File: src/rtl/uni_bitstream_counter.sv
// Counts ones in a unary bitstream over a 2^WIN_LOG2-cycle window after a
// programmable fill delay; each result is offered on a valid/ready port.
module uni_bitstream_counter #(
  parameter int WIN_LOG2 = 16,
  parameter int DELAY    = 2,
  parameter int CONT     = 0
) (
  input  logic                clk,
  input  logic                rst_n,
  input  logic                start,
  input  logic                clear,
  input  logic                in,
  output logic                busy,
  output logic                oValid,
  input  logic                oReady,
  output logic [WIN_LOG2:0]   oCnt,
  output logic                oOverrun
);

  localparam int SKW = (DELAY > 0) ? $clog2(DELAY + 1) : 1;
  localparam logic [SKW-1:0]      SKIP_LAST = SKW'((DELAY > 0) ? DELAY - 1 : 0);
  localparam logic [WIN_LOG2-1:0] WIN_LAST  = '1;

  typedef enum logic [1:0] {IDLE, SKIP, RUN} state_t;

  state_t              state_q, state_d;
  logic [WIN_LOG2:0]   acc_q, acc_d, cnt_q, cnt_d, sum;
  logic [WIN_LOG2-1:0] win_q, win_d;
  logic [SKW-1:0]      skip_q, skip_d;
  logic                vld_q, vld_d, ovr_q, ovr_d, load;

  always_comb begin
    state_d = state_q;
    acc_d   = acc_q;
    win_d   = win_q;
    skip_d  = skip_q;
    cnt_d   = cnt_q;
    load    = 1'b0;
    sum     = acc_q + {{WIN_LOG2{1'b0}}, in};
    case (state_q)
      IDLE: if (start) begin
        acc_d   = '0;
        win_d   = '0;
        skip_d  = '0;
        state_d = (DELAY == 0) ? RUN : SKIP;
      end
      SKIP: begin
        skip_d = skip_q + SKW'(1);
        if (skip_q == SKIP_LAST) state_d = RUN;
      end
      RUN: begin
        acc_d = sum;
        win_d = win_q + WIN_LOG2'(1);
        // Last sample of the window: publish acc+in; win wraps to 0 by itself.
        if (win_q == WIN_LAST) begin
          cnt_d = sum;
          load  = 1'b1;
          acc_d = '0;
          if (CONT == 0) state_d = IDLE;
        end
      end
      default: state_d = IDLE;
    endcase

    vld_d = load | (vld_q & ~oReady);
    ovr_d = ovr_q | (load & vld_q & ~oReady);

    if (clear) begin
      state_d = IDLE;
      acc_d   = '0;
      win_d   = '0;
      skip_d  = '0;
      cnt_d   = '0;
      vld_d   = 1'b0;
      ovr_d   = 1'b0;
    end
  end

  always_ff @(posedge clk or negedge rst_n) begin
    if (!rst_n) begin
      state_q <= IDLE;
      acc_q   <= '0;
      win_q   <= '0;
      skip_q  <= '0;
      cnt_q   <= '0;
      vld_q   <= 1'b0;
      ovr_q   <= 1'b0;
    end else begin
      state_q <= state_d;
      acc_q   <= acc_d;
      win_q   <= win_d;
      skip_q  <= skip_d;
      cnt_q   <= cnt_d;
      vld_q   <= vld_d;
      ovr_q   <= ovr_d;
    end
  end

  assign busy     = (state_q != IDLE);
  assign oValid   = vld_q;
  assign oCnt     = cnt_q;
  assign oOverrun = ovr_q;

endmodule
File: config.mk
export PLATFORM = sky130hd
export DESIGN_NAME = uni_bitstream_counter
export DESIGN_NICKNAME = d
export VERILOG_FILES = /design/src/rtl/uni_bitstream_counter.sv
export SDC_FILE = /design/constraint.sdc
export NUM_CORES = 1
export LEC_CHECK = 0
export BUFFER_PORTS_ARGS = -buffer_cell sky130_fd_sc_hd__buf_2
export CAP_MARGIN = 0
export CORE_MARGIN = 1.5
export CORE_UTILIZATION = 66
export CTS_BUF_LIST = sky130_fd_sc_hd__clkbuf_4 sky130_fd_sc_hd__clkbuf_8
export CTS_CLUSTER_SIZE = 25
export DETAILED_ROUTE_END_ITERATION = 8
export GPL_ROUTABILITY_DRIVEN = 0
export GPL_TIMING_DRIVEN = 0
export MAX_ROUTING_LAYER = met4
export PLACE_DENSITY = 0.95
export SYNTH_ARGS = -nofsm -noshare
export SYNTH_HDL_FRONTEND = slang
export SYNTH_SLANG_ARGS = --single-unit
File: constraint.sdc
create_clock -name clk -period 5.9 [get_ports clk]
set_clock_uncertainty 0.1 [all_clocks]
set_input_delay 0.295 -clock clk [delete_from_list [all_inputs] [get_ports clk]]
set_output_delay 0.295 -clock clk [all_outputs]
set_load 0.005 [all_outputs]
---- After elaboration in Yosys (flattened, before gate mapping) ----
Index checks and enable logic that the tools add are counted.
operators by class
  multiplexer cells ....................... 22
  reduce and logical (&&, ||, !) cells .... 10
  bitwise gates (word level) .............. 6
  $add $sub $neg .......................... 3
  eq/ne operators ......................... 7
operators with widths
  kind                   number
  $mux 17                6
  $pmux 17 s2            1
  $mux 16                2
  $pmux 16 s2            1
  $add 17x1->17          1
  $add 16x1->16 const B  1
  $eq 16x16->1 const B   1
  $mux 2                 6
  $ne 3x3->1 const B     3
  $pmux 2 s3             1
  $reduce_and 2->1       3
  $reduce_bool 2->1      3
  $reduce_bool 3->1      2
  $eq 2x1->1 const B     2
  $mux 1                 4
  $pmux 2 s2             1
  $and 1x1->1            3
  $reduce_and 3->1       1
  $add 2x1->2 const B    1
  $eq 2x2->1 const B     1
  $logic_not 2->1        1
  $or 1x1->1             2
  $not 1->1              1
storage, ports and cells
  output and inout port bits .............. 20
  flip-flop bits (word level) ............. 56
  input port bits ......................... 6

---- Longest topological paths before layout ----
  word-level depth ........................ 7
  gate-level depth with buffers ........... 8

---- Worst setup path before layout ----
No wires, ideal clock.
  kind .................................... reg2reg
  from .................................... register win_q[0]
  to ...................................... register cnt_q[15], in the netlist oCnt[15]
  arrival time ............................ 1.706 ns
  stages on the path, launching flop included .. 9
  slack ................................... 4.020 ns
  path buffers ............................ 2
  path through ............................ dfrtp_1 > ha_1 > nand4_4 > nor2_2 > nand2_1 > or3_1 > buf_4 > buf_6 > o21ai_2
on the way
  cells in the longest elaborated chain, start to end .. 3
ends and longest elaborated chain
  item                                line  RTL
  from (decl)                         28    logic [WIN_LOG2-1:0] win_q, win_d;
  from (signal assigned)              91    win_q <= win_d;
  $eq 16x16->1                        55    if (win_q == WIN_LAST) begin
  $reduce_bool 2->1 (no source line)  n/a
  $reduce_and 2->1 (no source line)   n/a
  to (signal assigned)                93    cnt_q <= cnt_d;
  to (decl)                           27    logic [WIN_LOG2:0] acc_q, acc_d, cnt_q, cnt_d, sum;
No other way between the ends.
A chain may end at the register's enable or synchronous reset.

---- Worst setup path in the final report ----
  from .................................... register win_q[0]
  to ...................................... register acc_q[14]
on the way
  cells in the longest elaborated chain, start to end .. 4
ends and longest elaborated chain
  item                  line  RTL
  $eq 16x16->1          55
  $mux 17               55
  $pmux 17 s2           40    case (state_q)
  $mux 17               68    if (clear) begin
  to (signal assigned)  82    acc_q <= '0;
  to (signal assigned)  90    acc_q <= acc_d;
  to (decl)             27
No other way between the ends.

==> out/results.ini <==
[pwr]
power_per_cell_area_nw_per_um2=209
peakVddDrop_uv=132
finalPower_uw=681
leakagePower_uw=0.00147

[critical_path]
crit_chain=ha_1 -> nand4_4 -> nor4_4 -> nor2_1 -> buf_2 -> a21oi_1 -> o21ai_0
worstPathArrival_ns=2.34
required_ns=6.00
critPathKind=flop to flop
r2r_start=win_q[0]
crit_family=simple AND/OR/NAND/NOR gates
ff2ff_setup_slack_ns=3.67
path_max_fanout=10
reg2reg_depth=7
slowest_delay_ns=0.49
start_kind=flop
cp_num_buf_inv=1
worstReg2RegEnd=acc_q[14]
worst_path_max_delay_cell=nor4_4
crit_path_end_kind=flop

[timing]
fin_tns_setup_ns=0
relSlewSlack_pct=53.7
min_period_ns=2.23
finalHoldViolCount=0
fmax_mhz=448
drv_slew=0
fin_ws_ns=3.67
setup-violations-final=0
tightest_slew_ns=0.695
timing.final.crit_share_pct=37.8
rsz0062_at_grt=false

[detailed_routing]
wl_met1_um=2600
wl_met2_um=3150
drc=0
first_pass_iters=5
wl_met3_um=258
wl_per_cell_um=15.5
drtIter0Drc=195
route.top_layer_used=met4
final_antenna_net_count=0
via_per_inst=6.16
routed_wl_um=6100
num_vias=2419

[synthesis]
synth.avg_cell_area_sq_um=9.61
netlist_instances=307
synth.largest_area_cell=dfrtp_1
synth_seq_cells=56
synth.distinct_cells=47
ys.flop_type=dfrtp_1
netlist.area_leader.share_pct=47.5
synth-edff-count=0
ys_seq_area_share_pct=47.5
synth.area.top_cells=dfrtp_1 (48%), o21ai_0 (6.6%), nand2_1 (5.3%), a31oi_1 (3.8%), xnor2_1 (3.0%)
yosysWarnings=0
synthesis.nets=317
synth.cell_area_sq_um=2950
ys_async_sr_fraction_pct=100

[cells_and_area]
final_area_sq_um=3260
area_growth_pct=10.6
drive_gt1_share_pct=19.6
n_antenna_cell=0
fillers=308
mostFrequentLayoutCell=dfrtp_1
nNetsFinal=350
layout_common_cells=dfrtp_1 (56), nand2_1 (42), o21ai_0 (39)
ff_latch_area_sq_um=1400
multi_input_area_sq_um=1440
postLayoutCoreUtil_pct=75.5

[placement]
portBuffers=25
dp_slack_ns=3.69
dpl.hpwl_um=4190
placed_area_sq_um=3140

[clock_network]
root_buffer=clkbuf_8
clk_path_buf_depth=2
clk-insertion-delay-late_ns=0.32
cts_resized=0
cts.reportedPaths.clkPinSlew_ns=0.10
cts_inserted_buffers=5
cts_tree=built
cts.sinks=56
cts.htree.levels=2

[floorplan]
io_pins=26
row_count=24
core_area_sq_um=4320
initial_utilization_pct=68.2
die_y_um=69.8
die-width_um=69.8
dieArea_sq_um=4880

[min_path]
min_path_cells=3
min_from=oReady
hp-class=input pin to flop
hold_path_end=oOverrun

[global_routing]
grt_max_degree=57
grt_first_pass_wirelength_um=10500
grtUsageTotal_pct=27.6
grt_pass1_vias=2290
overflow=0
antenna_found_initial=0

[run]
drv_cap=0

[status]
status=complete, no violations

[worst max-delay path by stage]
| stage | startpoint | endpoint | cells after the start |
|---|---|---|---|
| 2_1_floorplan | win_q[0] | oCnt[15] | 8 |
| 6_report | win_q[0] | acc_q[14] | 7 |
| 5_1_grt | win_q[0] | acc_q[12] | 7 |
| 4_1_cts | win_q[0] | oCnt[7] | 7 |
| 3_3_place_gp | win_q[0] | acc_q[4] | 6 |
| 3_5_place_dp | win_q[0] | acc_q[4] | 6 |
[logic make-up (layout without fill, tap and decap cells)]
kind of cell	Yosys count	after routing	synth area share (%)
buffers and inverters	23	57	3.65
AOI/OAI and AO/OA	96	96	19.7
adders and majority gates	4	4	1.70
and+or+nand+nor	108	108	21.3
DFF	56	56	47.5
xor gates and xnor gates	16	16	4.75
muxes	4	4	1.36
[metal layers]
metal,GRT usage (%),vias to the layer above
li1,-,1175
met1,35.4,1169
met2,44.8,67
met3,4.94,8
met4,8.97,0
met5,-,-
[area by class of cell]
cell class                 instances  area share, %
buffer                            16           2.49
clock buffer                       6           2.34
clock inverter                     2           1.07
inverter                           7          0.805
multi-input combinational        228           44.1
sequential                        56           42.9
tap                               52           1.99
timing repair buffer              26           4.22
[flip-flops by register name, summed over array words and instances, names as in the netlist]
| register | cells |
|---|---|
| acc_q | 17 |
| oOverrun | 1 |
| oValid | 1 |
| state_q | 2 |
| skip_q | 2 |
| oCnt | 17 |
| win_q | 16 |
[repair_timing]
item	4_1_cts	5_1_grt
buffers inserted	0	0
endpoints found under the hold margin	0	42
hold buffers	0	1
[synthesized netlist by cell type, types with 7 or more instances]
cell type,count
o21ai_2,9
xnor2_1,10
inv_1,7
a31oi_1,18
buf_2,8
a21oi_1,16
dfrtp_1,56
nand4_1,9
nor2_1,13
or3_1,7
nand2_1,42
o21ai_0,39
[metrics by stage]
step	instances	hold WS [ns]
after global placement	384	0.355
after CTS	392	0.180
after detailed placement	384	0.360
final	393	0.184
after floorplan	307	-0.101
after global routing	393	0.216
[worst register-to-register path, cell delays in order (launching register included)]
cell and delay (ns):
dfrtp_1 0.43, ha_1 0.28, nand4_4 0.17, nor4_4 0.49, nor2_1 0.16, buf_2 0.23, a21oi_1 0.17, o21ai_0 0.10
[where the power goes]
part | internal [uW] | total, uW | switching [uW]
Clock | 131 | 255 | 124
Sequential | 385 | 387 | 1.53
Combinational | 11.1 | 39.1 | 28.0
Total | 527 | 681 | 154
No activity file was read; power rests on OpenSTA's default activity.
